### config.mk
export PLATFORM = sky130hd
export DESIGN_NAME = if_prefetch_unit
export DESIGN_NICKNAME = d
export VERILOG_FILES = /design/src/rtl/if_prefetch_unit.sv
export SDC_FILE = /design/constraint.sdc
export NUM_CORES = 1
export LEC_CHECK = 0
export CAP_MARGIN = 20
export CORE_UTILIZATION = 25
export DETAILED_ROUTE_END_ITERATION = 10
export PLACE_DENSITY = 0.46
export RECOVER_POWER = 100
export SLEW_MARGIN = 20
export SYNTH_ARGS = -nofsm -noshare
export SYNTH_HDL_FRONTEND = slang
export SYNTH_SLANG_ARGS = --single-unit
### constraint.sdc
create_clock -name clk1 -period 3.43 [get_ports clk1]
set_input_delay 0.686 -clock clk1 [delete_from_list [all_inputs] [get_ports clk1]]
set_output_delay 0.686 -clock clk1 [all_outputs]
set_load 0.01 [all_outputs]
### src/rtl/if_prefetch_unit.sv
// Instruction fetch stage with a credit-based prefetch queue, redirect flush and sticky halt.
// Optional perf counters are built when IF_PERF_EN is defined.
module if_prefetch_unit #(
  parameter int          DATA_W   = 32,
  parameter int          ADDR_W   = 10,
  parameter int          Q_DEPTH  = 4,
  parameter int unsigned RESET_PC = 0
) (
  input  logic              clk1,
  input  logic              rst_n,
  output logic              imem_req,
  output logic [ADDR_W-1:0] imem_addr,
  input  logic [DATA_W-1:0] imem_rdata,
  output logic              if_id_valid,
  output logic [DATA_W-1:0] if_id_ir,
  output logic [ADDR_W-1:0] if_id_npc,
  input  logic              id_ready,
  input  logic              redirect_valid,
  input  logic [ADDR_W-1:0] redirect_pc,
  output logic              taken_branch,
  input  logic              halt_req,
  output logic              halted
`ifdef IF_PERF_EN
  ,
  output logic [31:0]       perf_fetch_cnt,
  output logic [15:0]       perf_flush_cnt
`endif
);

  localparam int PTR_W = $clog2(Q_DEPTH);
  localparam int CNT_W = PTR_W + 1;

  typedef enum logic {RUN, HALT} state_t;

  state_t            state;
  state_t            state_nxt;
  logic [ADDR_W-1:0] fetch_pc;
  logic [ADDR_W-1:0] inflight_addr;
  logic              inflight;
  logic [DATA_W-1:0] q_ir  [Q_DEPTH];
  logic [ADDR_W-1:0] q_npc [Q_DEPTH];
  logic [PTR_W-1:0]  wr_ptr;
  logic [PTR_W-1:0]  rd_ptr;
  logic [CNT_W-1:0]  count;
  logic [CNT_W:0]    credits;
  logic              running;
  logic              flush;
  logic              issue;
  logic              push;
  logic              pop;

  assign running = (state == RUN);
  assign flush   = running & redirect_valid;
  assign credits = {1'b0, count} + (CNT_W+1)'(inflight);

  // Gated by rst_n so the request line stays low while reset is held.
  assign issue = rst_n & running & !halt_req & !redirect_valid
               & (credits < (CNT_W+1)'(Q_DEPTH));
  assign push  = inflight & !flush;
  assign pop   = if_id_valid & id_ready & !flush;

  always_ff @(posedge clk1 or negedge rst_n) begin
    if (!rst_n) state <= RUN;
    else        state <= state_nxt;
  end

  always_comb begin
    state_nxt = state;
    unique case (1'b1)
      running && halt_req: state_nxt = HALT;
      default:             state_nxt = state;
    endcase
  end

  always_comb begin
    halted    = (state == HALT);
    imem_req  = issue;
    imem_addr = fetch_pc;
  end

  always_ff @(posedge clk1 or negedge rst_n) begin
    if (!rst_n) begin
      fetch_pc      <= ADDR_W'(RESET_PC);
      inflight      <= 1'b0;
      inflight_addr <= '0;
      taken_branch  <= 1'b0;
    end else begin
      inflight     <= issue;
      taken_branch <= flush;
      if (issue) inflight_addr <= fetch_pc;
      if (flush)      fetch_pc <= redirect_pc;
      else if (issue) fetch_pc <= fetch_pc + 1'b1;
    end
  end

  always_ff @(posedge clk1 or negedge rst_n) begin
    if (!rst_n) begin
      wr_ptr <= '0;
      rd_ptr <= '0;
      count  <= '0;
      for (int i = 0; i < Q_DEPTH; i++) begin
        q_ir[i]  <= '0;
        q_npc[i] <= '0;
      end
    end else if (flush) begin
      wr_ptr <= '0;
      rd_ptr <= '0;
      count  <= '0;
    end else begin
      if (push) begin
        q_ir[wr_ptr]  <= imem_rdata;
        q_npc[wr_ptr] <= inflight_addr + 1'b1;
        wr_ptr        <= wr_ptr + 1'b1;
      end
      if (pop) rd_ptr <= rd_ptr + 1'b1;
      count <= count + CNT_W'(push) - CNT_W'(pop);
    end
  end

  assign if_id_valid = (count != '0);
  assign if_id_ir    = q_ir[rd_ptr];
  assign if_id_npc   = q_npc[rd_ptr];

  // Credits cap count+inflight at Q_DEPTH, so a push never meets a full queue.
  a_no_overflow: assert property (@(posedge clk1) disable iff (!rst_n)
    !(push && count == CNT_W'(Q_DEPTH)));

`ifdef IF_PERF_EN
  always_ff @(posedge clk1 or negedge rst_n) begin
    if (!rst_n) begin
      perf_fetch_cnt <= '0;
      perf_flush_cnt <= '0;
    end else begin
      if (push && perf_fetch_cnt != '1)
        perf_fetch_cnt <= perf_fetch_cnt + 1'b1;
      if (flush && perf_flush_cnt != '1)
        perf_flush_cnt <= perf_flush_cnt + 1'b1;
    end
  end
`endif

endmodule

==> reports/metrics.cfg <==
[place]
port_buffers = 102
hpwl_um = 12490
placed_area_um2 = 10400
globalplace.congestion = 0.7061
place_inst = 1143
place_ws_ps = 582.5

[floorplan]
rows = 68
initial_core_util = 0.2540
pin_count = 103
coreArea_um2 = 34460
die_area_um2 = 35760
die_y_um = 189.1
die_w_um = 189.1

[clock_network]
cts_sinks = 198
cts.path.max_buffers = 2
postCtsHoldBufs = 0
cts_tree = built
cts_setup_buffers = 0
cts_root_buf = clkbuf_16
clkTransAtPathRegs_ps = 70
cts_buffers = 17
post_cts_resized = 0
clock_latency_ps = 440
h-tree-depth = 4

[setup_path]
crit_type = reg2out
cp_top_family = buffers and inverters
r2r_start = halted
worstSetupStartpointType = register
cp_data_arrival_time_ps = 2530
critPathMaxFanout = 9
worstPathRequired_ps = 2740
worstPathCellList = buf_4 > mux4_2 > dlygate4sd3_1
slowest_stage = dlygate4sd3_1
critPathCaptureType = output port
path_buf_inv = 2
cp-startpoint = rd_ptr[0]
slowest_delay_ps = 620

[global_route]
grtUsageTotal = 0.1200
grt_pass1_wl_um = 32790
antenna_found_initial = 1
grt_max_degree = 71
grt_pass1_vias = 5631
grt_overflow = 0

[route]
viasPerCell = 4.421
vias = 5199
first_iter_violations = 187
dr.pass1.iters = 4
wl_per_cell_um = 17.03
postRouteAntennaNets = 0
wirelength_um = 20030
drc = 0

[outcome]
outcome = finished, violations left
violations = capacitance limit, slew limit

[pwr]
p_leak_nw = 4.954
power_frac_seq = 0.453
pwr-share-comb = 0.192
switchingPower_mw = 1.654
power_density_nw_per_um2 = 513.6
swShare = 0.2966
vdd_drop_max_v = 0.0003174
p_int_mw = 3.923
total_power_mw = 5.577
power_frac_clock = 0.355

[yosys]
synth_cells = 604
yosysTopAreaCell = dfrtp_1
synth_area_um2 = 8752
ys.flop_type = dfrtp_1
avgSynthCellArea_um2 = 14.49
ys_types = 35
ys_async_sr_fraction = 1.000
ys_seq_area_frac = 0.5661
yosysWarningCount = 0
yosys.cell_count.top_type = dfrtp_1
synth_seq_cells = 198
synth_edf_count = 0
synthTopCellsByCount = dfrtp_1, mux2_2, nand2_1
synth_top_area_share = 0.5661
syn_nets = 661
synth.area.top_cells = dfrtp_1, mux2_2, mux4_2

[timing]
tightest_slew_ps = 2036
finalHoldWorstSlack_ps = 478.1
slew_headroom = -0.3577
layout_min_cycle_time_ps = 3219
setup_tns_ps = 0
setup_viol = 0
fin_ws_ps = 210.6
report.final.slew_viol_count = 172
hold_viol = 0
fmax_ghz = 0.3106
clock-skew-final_ps = 12.14
rsz0062_at_grt = no
finalCritPeriodShare = 0.9386

[cells_and_area]
fin_cells = 1176
finalNetCount = 764
area_growth_pct = 24.07
drive_above_1_share = 0.3236
final_util = 0.3151
finalInstanceArea_um2 = 10860

[hold_path]
min_from = q_npc[29]
worstHoldPathType = reg2reg

[job]
cap_violations = 5

==> cells by family (layout without fill, tap and decap cells) <==
kind of cell	Yosys count	count (layout)	synth area share
AND/OR/NAND/NOR	100	100	0.05661
multiplexers	185	185	0.2919
flip-flops	198	198	0.5661
adder cells (fa/ha/maj)	10	10	0.01515
buffers and inverters	44	160	0.02187
other	0	1	0
AO/OA/AOI/OAI	55	55	0.03631
XOR/XNOR	12	12	0.01201
==> registers in the layout, indices dropped and copies added (netlist names) <==
signal	flops
q_npc	40
q_ir	128
rd_ptr	2
inflight	1
imem_addr	10
count	3
wr_ptr	2
taken_branch	1
halted	1
inflight_addr	10
==> cell usage in the layout (no fill, tap or decap), types with 2 or more instances in the layout <==
cell	count
dlygate4sd3_1	24
nor2_1	15
or3_1	6
buf_4	3
clkdlybuf4s50_1	77
clkbuf_16	17
ha_1	9
inv_6	5
and2_1	5
o21ai_0	41
inv_1	7
mux4_2	42
xnor2_1	4
mux2_2	142
xor2_1	8
nand3_1	12
clkbuf_1	8
or4_1	3
clkinv_4	3
inv_8	2
nand4_1	4
dfrtp_1	197
o31ai_1	2
nand2_1	43
clkbuf_2	6
and4_1	3
a31oi_1	7
clkinv_8	2
and3_1	2
a221o_1	2
==> worst min-delay path, stage by stage (launching register included) <==
cell	delay, ps
dfrtp_1	340
nand2_1	40
o21ai_0	60
==> final cells by class <==
| type | count | area (um2) |
|---|---|---|
| fillers | 3469 | 23600 |
| flip-flops and latches | 198 | 4956 |
| multi-input cells | 362 | 3596 |
| repair buffers | 121 | 1132 |
| well taps | 455 | 569.3 |
| clock buffers | 18 | 439.2 |
| clock inverters | 14 | 137.6 |
| inverters | 7 | 26.28 |
| diodes | 1 | 2.502 |
==> power by group through the flow <==
stage | registers [mW] | clock network, mW | logic (mW)
CTS | 2.54 | 2.07 | 1.14
finish | 2.53 | 1.98 | 1.07
global route | 2.55 | 2.16 | 1.19
global placement | 2.59 | 0 | 1.14
floorplan | 2.53 | 0 | 0.689
detailed placement | 2.59 | 0 | 1.14
==> routing by layer <==
metal | vias up | wire, um | share of wire | GRT usage
li1 | 2424 | - | - | -
met1 | 2687 | 9940 | 0.50 | 0.1681
met2 | 79 | 9161 | 0.46 | 0.1840
met3 | 9 | 748 | 0.037 | 0.02854
met4 | 0 | 178 | 0.0089 | 0.03443
met5 | - | 0 | 0 | 0
==> final timing paths <==
kind / cells after the start / to / slack (ps)
worst min register to register: 2 / q_npc[29] / 480
worst min-delay path: 2 / q_npc[29] / 480
max in group asynchronous: 3 / q_ir[27] / 640
min in group asynchronous: 2 / q_ir[105] / 940
worst max register to register: 4 / q_ir[79] / 740
worst max-delay path: 3 / if_id_ir[25] / 210
Note: power is estimated with default switching activity, not from simulation.
